`src/rtl/mgt_01_divide_unit.sv`:
```
// mgt_01_divide_unit: iterative radix-2 restoring divider for RV32M DIV/DIVU/REM/REMU
module mgt_01_divide_unit #(
  parameter int XLEN = 32
) (
  input  logic            clk_i,
  input  logic            rst_n_i,
  input  logic            clk_en_i,
  input  logic            valid_i,
  input  logic            flush_i,
  input  logic [XLEN-1:0] dividend_i,
  input  logic [XLEN-1:0] divisor_i,
  input  logic [1:0]      operation_i,
  output logic [XLEN-1:0] result_o,
  output logic            valid_o,
  output logic            fu_state_o
);
  localparam int CW = $clog2(XLEN);
  localparam logic [1:0] DIV_ = 2'd0;
  localparam logic [1:0] REM_ = 2'd2;
  localparam logic FREE = 1'b0;
  localparam logic BUSY = 1'b1;
  localparam logic [1:0] IDLE = 2'd0;
  localparam logic [1:0] DIVIDE = 2'd1;
  localparam logic [1:0] FINALIZE = 2'd2;
  logic [1:0]      state_q;
  logic [CW-1:0]   cnt_q;
  logic [1:0]      op_q;
  logic            sign_a_q;
  logic            sign_b_q;
  logic            special_q;
  logic [XLEN-1:0] rem_q;
  logic [XLEN-1:0] quo_q;
  logic [XLEN-1:0] dvs_q;
  logic            signed_op;
  logic            a_neg;
  logic            b_neg;
  logic [XLEN-1:0] a_mag;
  logic [XLEN-1:0] b_mag;
  logic            div_zero;
  logic            ovf;
  logic [XLEN:0]   shifted;
  logic [XLEN:0]   diff;
  logic [XLEN-1:0] q_fin;
  logic [XLEN-1:0] r_fin;
  logic [XLEN-1:0] fin_val;
  // operand conditioning, one restoring step and the final sign fix-up
  always_comb begin
    signed_op = ~operation_i[0];
    a_neg     = signed_op & dividend_i[XLEN-1];
    b_neg     = signed_op & divisor_i[XLEN-1];
    a_mag     = a_neg ? -dividend_i : dividend_i;
    b_mag     = b_neg ? -divisor_i : divisor_i;
    div_zero  = divisor_i == '0;
    ovf       = signed_op && dividend_i == {1'b1, {(XLEN-1){1'b0}}} && (&divisor_i);
    shifted   = {rem_q, quo_q[XLEN-1]};
    diff      = shifted - {1'b0, dvs_q};
    q_fin     = (op_q == DIV_ && !special_q && (sign_a_q ^ sign_b_q)) ? -quo_q : quo_q;
    r_fin     = (op_q == REM_ && !special_q && sign_a_q) ? -rem_q : rem_q;
    fin_val   = op_q[1] ? r_fin : q_fin;
  end
  assign fu_state_o = (state_q == IDLE) ? FREE : BUSY;
  // control FSM and datapath registers; flush wins over everything outside IDLE
  always_ff @(posedge clk_i or negedge rst_n_i) begin
    if (!rst_n_i) begin
      state_q   <= IDLE;
      cnt_q     <= '0;
      op_q      <= '0;
      sign_a_q  <= 1'b0;
      sign_b_q  <= 1'b0;
      special_q <= 1'b0;
      rem_q     <= '0;
      quo_q     <= '0;
      dvs_q     <= '0;
      result_o  <= '0;
      valid_o   <= 1'b0;
    end else if (clk_en_i) begin
      valid_o <= 1'b0;
      if (flush_i && state_q != IDLE) begin
        state_q <= IDLE;
      end else if (state_q == IDLE) begin
        if (valid_i) begin
          op_q      <= operation_i;
          sign_a_q  <= a_neg;
          sign_b_q  <= b_neg;
          dvs_q     <= b_mag;
          special_q <= div_zero | ovf;
          cnt_q     <= '0;
          if (div_zero) begin
            quo_q   <= '1;
            rem_q   <= dividend_i;
            state_q <= FINALIZE;
          end else if (ovf) begin
            quo_q   <= dividend_i;
            rem_q   <= '0;
            state_q <= FINALIZE;
          end else begin
            quo_q   <= a_mag;
            rem_q   <= '0;
            state_q <= DIVIDE;
          end
        end
      end else if (state_q == DIVIDE) begin
        rem_q   <= diff[XLEN] ? shifted[XLEN-1:0] : diff[XLEN-1:0];
        quo_q   <= {quo_q[XLEN-2:0], ~diff[XLEN]};
        cnt_q   <= (cnt_q == CW'(XLEN-1)) ? cnt_q : cnt_q + 1'b1;
        state_q <= (cnt_q == CW'(XLEN-1)) ? FINALIZE : DIVIDE;
      end else begin
        result_o <= fin_val;
        valid_o  <= 1'b1;
        state_q  <= IDLE;
      end
    end
  end
endmodule

```
`config.mk`:
```
export PLATFORM = sky130hd
export DESIGN_NAME = mgt_01_divide_unit
export DESIGN_NICKNAME = d
export VERILOG_FILES = /design/src/rtl/mgt_01_divide_unit.sv
export SDC_FILE = /design/constraint.sdc
export NUM_CORES = 1
export LEC_CHECK = 0
export CORE_MARGIN = 2
export CORE_UTILIZATION = 50
export DETAILED_ROUTE_END_ITERATION = 8
export GPL_TIMING_DRIVEN = 0
export PLACE_DENSITY = 0.69
export SLEW_MARGIN = 20
export SYNTH_ARGS = -nofsm -noshare
export SYNTH_HDL_FRONTEND = slang
export SYNTH_SLANG_ARGS = --single-unit
```
`constraint.sdc`:
```
create_clock -name clk_i -period 7.04 [get_ports clk_i]
set_clock_uncertainty 0.15 [all_clocks]
set_input_delay 1.056 -clock clk_i [delete_from_list [all_inputs] [get_ports clk_i]]
set_output_delay 1.056 -clock clk_i [all_outputs]
set_load 0.03 [all_outputs]
```
After elaboration in Yosys (flattened, before gate mapping)
Index checks and enable logic that the tools add are counted.

Memory bits (writable): 0. Output and inout bits: 34. Bits in registers: 141. ROM bits: 0. Latch bits: 0. Logic and storage cells: 82. Memories kept: 0.

Muxes and demuxes: 30. Equality and inequality tests: 7. Div/mod/pow operators: 0. Shift operators: 0. Order comparisons: 0. Add/subtract/negate cells: 6. $mul: 0. Reductions and logical operators: 19. Bitwise gates (word level): 9.

Operators with widths (number): 32-bit 2-to-1 mux (15); 32-bit negation (4); 33-bit by 32-bit subtractor with 33-bit output (1); 32-bit equality test, second input constant (1); 32-bit logical NOT (1); 32-bit AND reduction (1); 5-bit 2-to-1 mux (4); 2-bit 2-to-1 mux (7); 4-bit AND reduction (3); 1-bit logical AND (7); 5-bit by 1-bit adder with 5-bit output, second input constant (1); 5-bit equality test, second input constant (1); 1-bit NOT (5); 5-bit AND reduction (1); 2-bit logical NOT (2); 1-bit 2-to-1 mux (4); 2-bit != test, second input constant (2); 2-bit nonzero test (2); 3-bit by 2-bit != test with 1-bit output, second input constant (1); 1-bit AND (2); 2-bit by 1-bit equality test with 1-bit output, second input constant (1); 2-bit equality test, second input constant (1); 2-bit AND reduction (1); 1-bit logical NOT (1); other kinds (2) (2).

Depth between registers and ports, before layout
Depth in word-level cells: 8. Depth in mapped cells: 13.

Least setup slack after synthesis
Ideal clock, no wire load.

Path type: input -> register. From: input dividend_i[6]. To: register quo_q[28]. Path slack: 3.649 ns. Setup time: 0.077 ns. Cell stages on the path: 9. Path buffers: 0. Arrival time: 3.164 ns. Cell sequence: or4_4 nor4b_4 nor3b_2 nand3_1 or3_4 o41ai_4 xnor2_1 o22ai_2 o21ai_1.

Word-level cells in the longest chain between the ends: 7. Elaborated cells on any way between the ends: 9. Classes of those cells: 1 x add/sub; 1 x eq/ne; 5 x mux; 2 x reduce/logical.

RTL lines: from (decl) (RTL line 10) `input logic [XLEN-1:0] dividend_i,`; parallel branches: the longest is 3 deep, another holds 32-bit negation; 32-bit 2-to-1 mux (*) (RTL line 92) `end else if (ovf) begin`; 32-bit 2-to-1 mux (*) (RTL line 88) `if (div_zero) begin`; 32-bit 2-to-1 mux (*) (RTL line 81) `if (valid_i) begin`; 32-bit 2-to-1 mux (*) (RTL line 80) `end else if (state_q == IDLE) begin`; to (signal assigned) (RTL line 93) `quo_q <= dividend_i;`; to (signal assigned) (RTL line 97) `quo_q <= a_mag;`; to (signal assigned) (RTL line 104) `quo_q <= {quo_q[XLEN-2:0], ~diff[XLEN]};`; to (decl) (RTL line 32) `logic [XLEN-1:0] quo_q;`.

Every way passes the cells marked *. The select of a mux whose other input is x is not followed. A chain may end at the register's enable or synchronous reset.

Worst setup path after layout
From: input dividend_i[25]. To: register quo_q[29].

The elaborated chain is that of the path after synthesis.

==> run_results.csv <==
group,metric,value,unit
run_status,outcome,"complete, no violations",
worst_setup_path,worst_setup_path_start_kind,"primary input",
floorplan,rows,53,
worst_setup_path,critPathMaxFanout,10,
placement,dpl.hpwl,27210,microns
cts,hold_buffers,0,
worst_setup_path,arrival,4760,ps
global_routing,antenna_found_initial,1,
power,p_int,3.177,mW
power,pwr-share-clk,14.2,%
global_routing,grt_max_degree,81,
floorplan,core_area,21150,sq um
worst_setup_path,reg2regPathDepth,13,
routing,drtAntennaViolNets,0,
logic_synthesis,ys_async_sr_fraction,100.0,%
finish,nets,1604,
cts,cts_resized,0,
cts,clock_latency,430,ps
power,p_sw,3.139,mW
power,finalPower,6.316,mW
logic_synthesis,syn-instance-count,1369,
cts,cts_tree,"built",
logic_synthesis,postSynthAreaPerCell,7.921,sq um
logic_synthesis,ys.flop_type,"dfrtp_1",
logic_synthesis,ys_seq_area_share,32.54,%
cts,clock_path_buffers,2,
placement,io_buffers,104,
placement,gp_congestion,0.9421,
cts,path_clk_slew,60,ps
floorplan,die_w,151.3,microns
worst_setup_path,path_delay_family,"simple AND/OR/NAND/NOR gates",
sta,maxSlewViolCount,0,
sta,min_period,4617,ps
routing,post_drt_wl_per_cell,19.18,microns
routing,dr.pass1.iters,7,
finish,fillers,1995,
routing,post-route-drc-count,0,
cts,root_buffer,"clkbuf_16",
sta,hold_violations,0,
worst_setup_path,crit_path_cell_trace,"clkdlybuf4s50_1 -> or4_1 -> nor3_1 -> nand4_1 -> nor4_4 -> nor2_2 -> clkbuf_1 -> o21ai_0 -> xor2_1 -> a21oi_1",
flow_run,cap_violations,0,
power,p_sw_share,49.70,%
routing,route.vias.total,10550,
worst_setup_path,r2r_setup_slack,3090,ps
power,power_leakage,5.218,nW
logic_synthesis,yosys.cell_types.count,75,
sta,grt_setup_unrepaired,"false",
worst_hold_path,hold_class,"reg -> reg",
logic_synthesis,synth_top_area_share,32.54,%
logic_synthesis,synthesis.nets,1480,
logic_synthesis,netlist_area,10840,sq um
global_routing,grt_pass1_wl,53650,microns
sta,setup_viol,0,
logic_synthesis,synth_area_leader_cell,"dfrtp_1",
worst_setup_path,critPathMaxStageDelay,640,ps
floorplan,die_h,151.3,microns
global_routing,overflow,0,
worst_setup_path,cpMaxStageDelayCell,"nor4_4",
power,combPwrFrac,60.1,%
worst_setup_path,required,7180,ps
logic_synthesis,synth-edff-count,0,
sta,relSlewSlack,35.74,%
routing,vias_per_cell,5.924,
routing,routed_wl,34170,microns
sta,whs,329.0,ps
cts,clock-sinks,141,
sta,worstMarginPinSlew,956.6,ps
cts,cts_setup_buffers,0,
finish,ff_latch_area,3528,sq um
sta,fin_tns_setup,0,ps
cts,htree_num_levels,4,
global_routing,grt_usage,30.53,%
sta,fmax,216.6,MHz
finish,n_antenna_cell,0,
worst_setup_path,path_buf_inv,2,
power,ir_worst_vdd,0.1685,mV
sta,fin_crit_sh,65.58,%
worst_setup_path,path_depth,10,
finish,multi_input_area,6810,sq um
floorplan,io_pins,105,
finish,stdcell_count,1781,
power,p_seq_share,25.7,%
worst_setup_path,end_kind,"register",
finish,final_util,60.73,%
worst_hold_path,holdPathStages,2,
finish,layout-drive-gt1-share,4.382,%
routing,first_iter_violations,799,
power,power_density,491.7,nW/um^2
placement,dp_cells,1749,
logic_synthesis,synth.yosys.warnings,0,
floorplan,floorplan.initialDensity,51.26,%
logic_synthesis,ys_ff_latch,141,
floorplan,die_area,22880,sq um
global_routing,grt_pass1_vias,9981,
logic_synthesis,synth.area.top_cells,"dfrtp_1 33%, o21ai_0 6.5%, a21oi_1 6.1%",
cts,numCtsBuffers,17,
finish,area_growth,18.46,%
worst_setup_path,path_class,"in -> reg",
-- power by group through the flow --
stage	combinational [mW]	sequential, mW	clock (mW)
3_3_place_gp	3.68	1.61	0
3_5_place_dp	3.73	1.63	0
4_1_cts	3.75	1.61	0.897
6_report	3.79	1.62	0.897
5_1_grt	4.21	1.68	0.937
2_1_floorplan	2.58	1.66	0
-- path summary, 6_finish.rpt --
path,end,startpoint
setup / recovery,quo_q[29],dividend_i[25]
hold / removal,dvs_q[13],dvs_q[13]
setup reg to reg,rem_q[13],quo_q[31]
hold reg to reg,dvs_q[13],dvs_q[13]
max in group asynchronous,rem_q[23],rst_n_i
min in group asynchronous,result_o[3],rst_n_i
-- worst min-delay path, delay by kind of cell, from the launching register on --
family           cells  cell delay [ps]
flip-flops           1              340
AO/OA/AOI/OAI        1               60
AND/OR/NAND/NOR      1               50
-- cell families after synthesis --
kind of cell | count (synthesis) | synth area share (%)
DFF | 141 | 32.54
AOI/OAI and AO/OA | 439 | 23.86
buffers and inverters | 131 | 4.719
and+or+nand+nor | 458 | 21.01
adders and majority gates | 40 | 4.684
muxes | 20 | 1.881
xor gates and xnor gates | 140 | 11.31
-- cell type report --
class | instances | area share, %
multi-input cells | 1097 | 53.01
clock inverters | 15 | 1.188
plain buffers | 73 | 2.289
well taps | 275 | 2.678
repair buffers | 105 | 8.357
inverters | 58 | 1.695
clock buffers | 17 | 3.312
flip-flops and latches | 141 | 27.47
-- Yosys cell counts, types with 22 or more instances --
master,n
a21oi_1,133
clkbuf_1,60
dfrtp_1,141
ha_1,39
inv_1,57
nand2_1,155
nand3_1,46
nor2_1,86
nor3_1,36
o21ai_0,141
o21ai_1,30
o31ai_1,22
or3_1,32
xnor2_1,69
xor2_1,71
-- layer usage --
metal	vias up	global-route usage (%)	wire length, microns	share of wire (%)
met1	4910	38.81	14470	42
met5	-	0	0	0
li1	5176	-	-	-
met4	0	12.06	1136	3.3
met3	79	4.036	1983	5.8
met2	385	52.56	16570	49
-- flip-flops by register name, summed over array words and instances (netlist names), 2 cells and up --
register	count
cnt_q	5
op_q	2
result_o	32
quo_q	32
dvs_q	32
rem_q	32
state_q	2
-- through the flow --
step           setup slack [ps]  instance area (sq um)
2_1_floorplan              3649                  10840
5_1_grt                    2200                  12850
3_3_place_gp             -962.3                  12230
3_5_place_dp               2079                  12270
4_1_cts                    2517                  12850
6_report                   2423                  12850
-- placed cells by master, fill, tap and decap left out, types with 7 or more instances in the layout --
cell / count
o41ai_1: 9
o21ai_1: 30
nor2_1: 86
nand3_1: 46
inv_1: 57
and3_1: 19
a31oi_1: 18
dfrtp_1: 141
clkbuf_1: 60
o221ai_1: 12
xor2_1: 71
nor4_1: 13
a21o_1: 17
nand2b_1: 11
o31ai_1: 22
nor3_1: 36
mux2i_1: 17
xnor2_1: 69
inv_6: 8
and2_1: 7
a21oi_1: 133
o21ai_0: 141
nand4_1: 16
clkbuf_16: 17
ha_1: 39
nand2_1: 155
or3_1: 32
o22ai_1: 16
clkdlybuf4s50_1: 103
(Power assumes the default switching activity.)
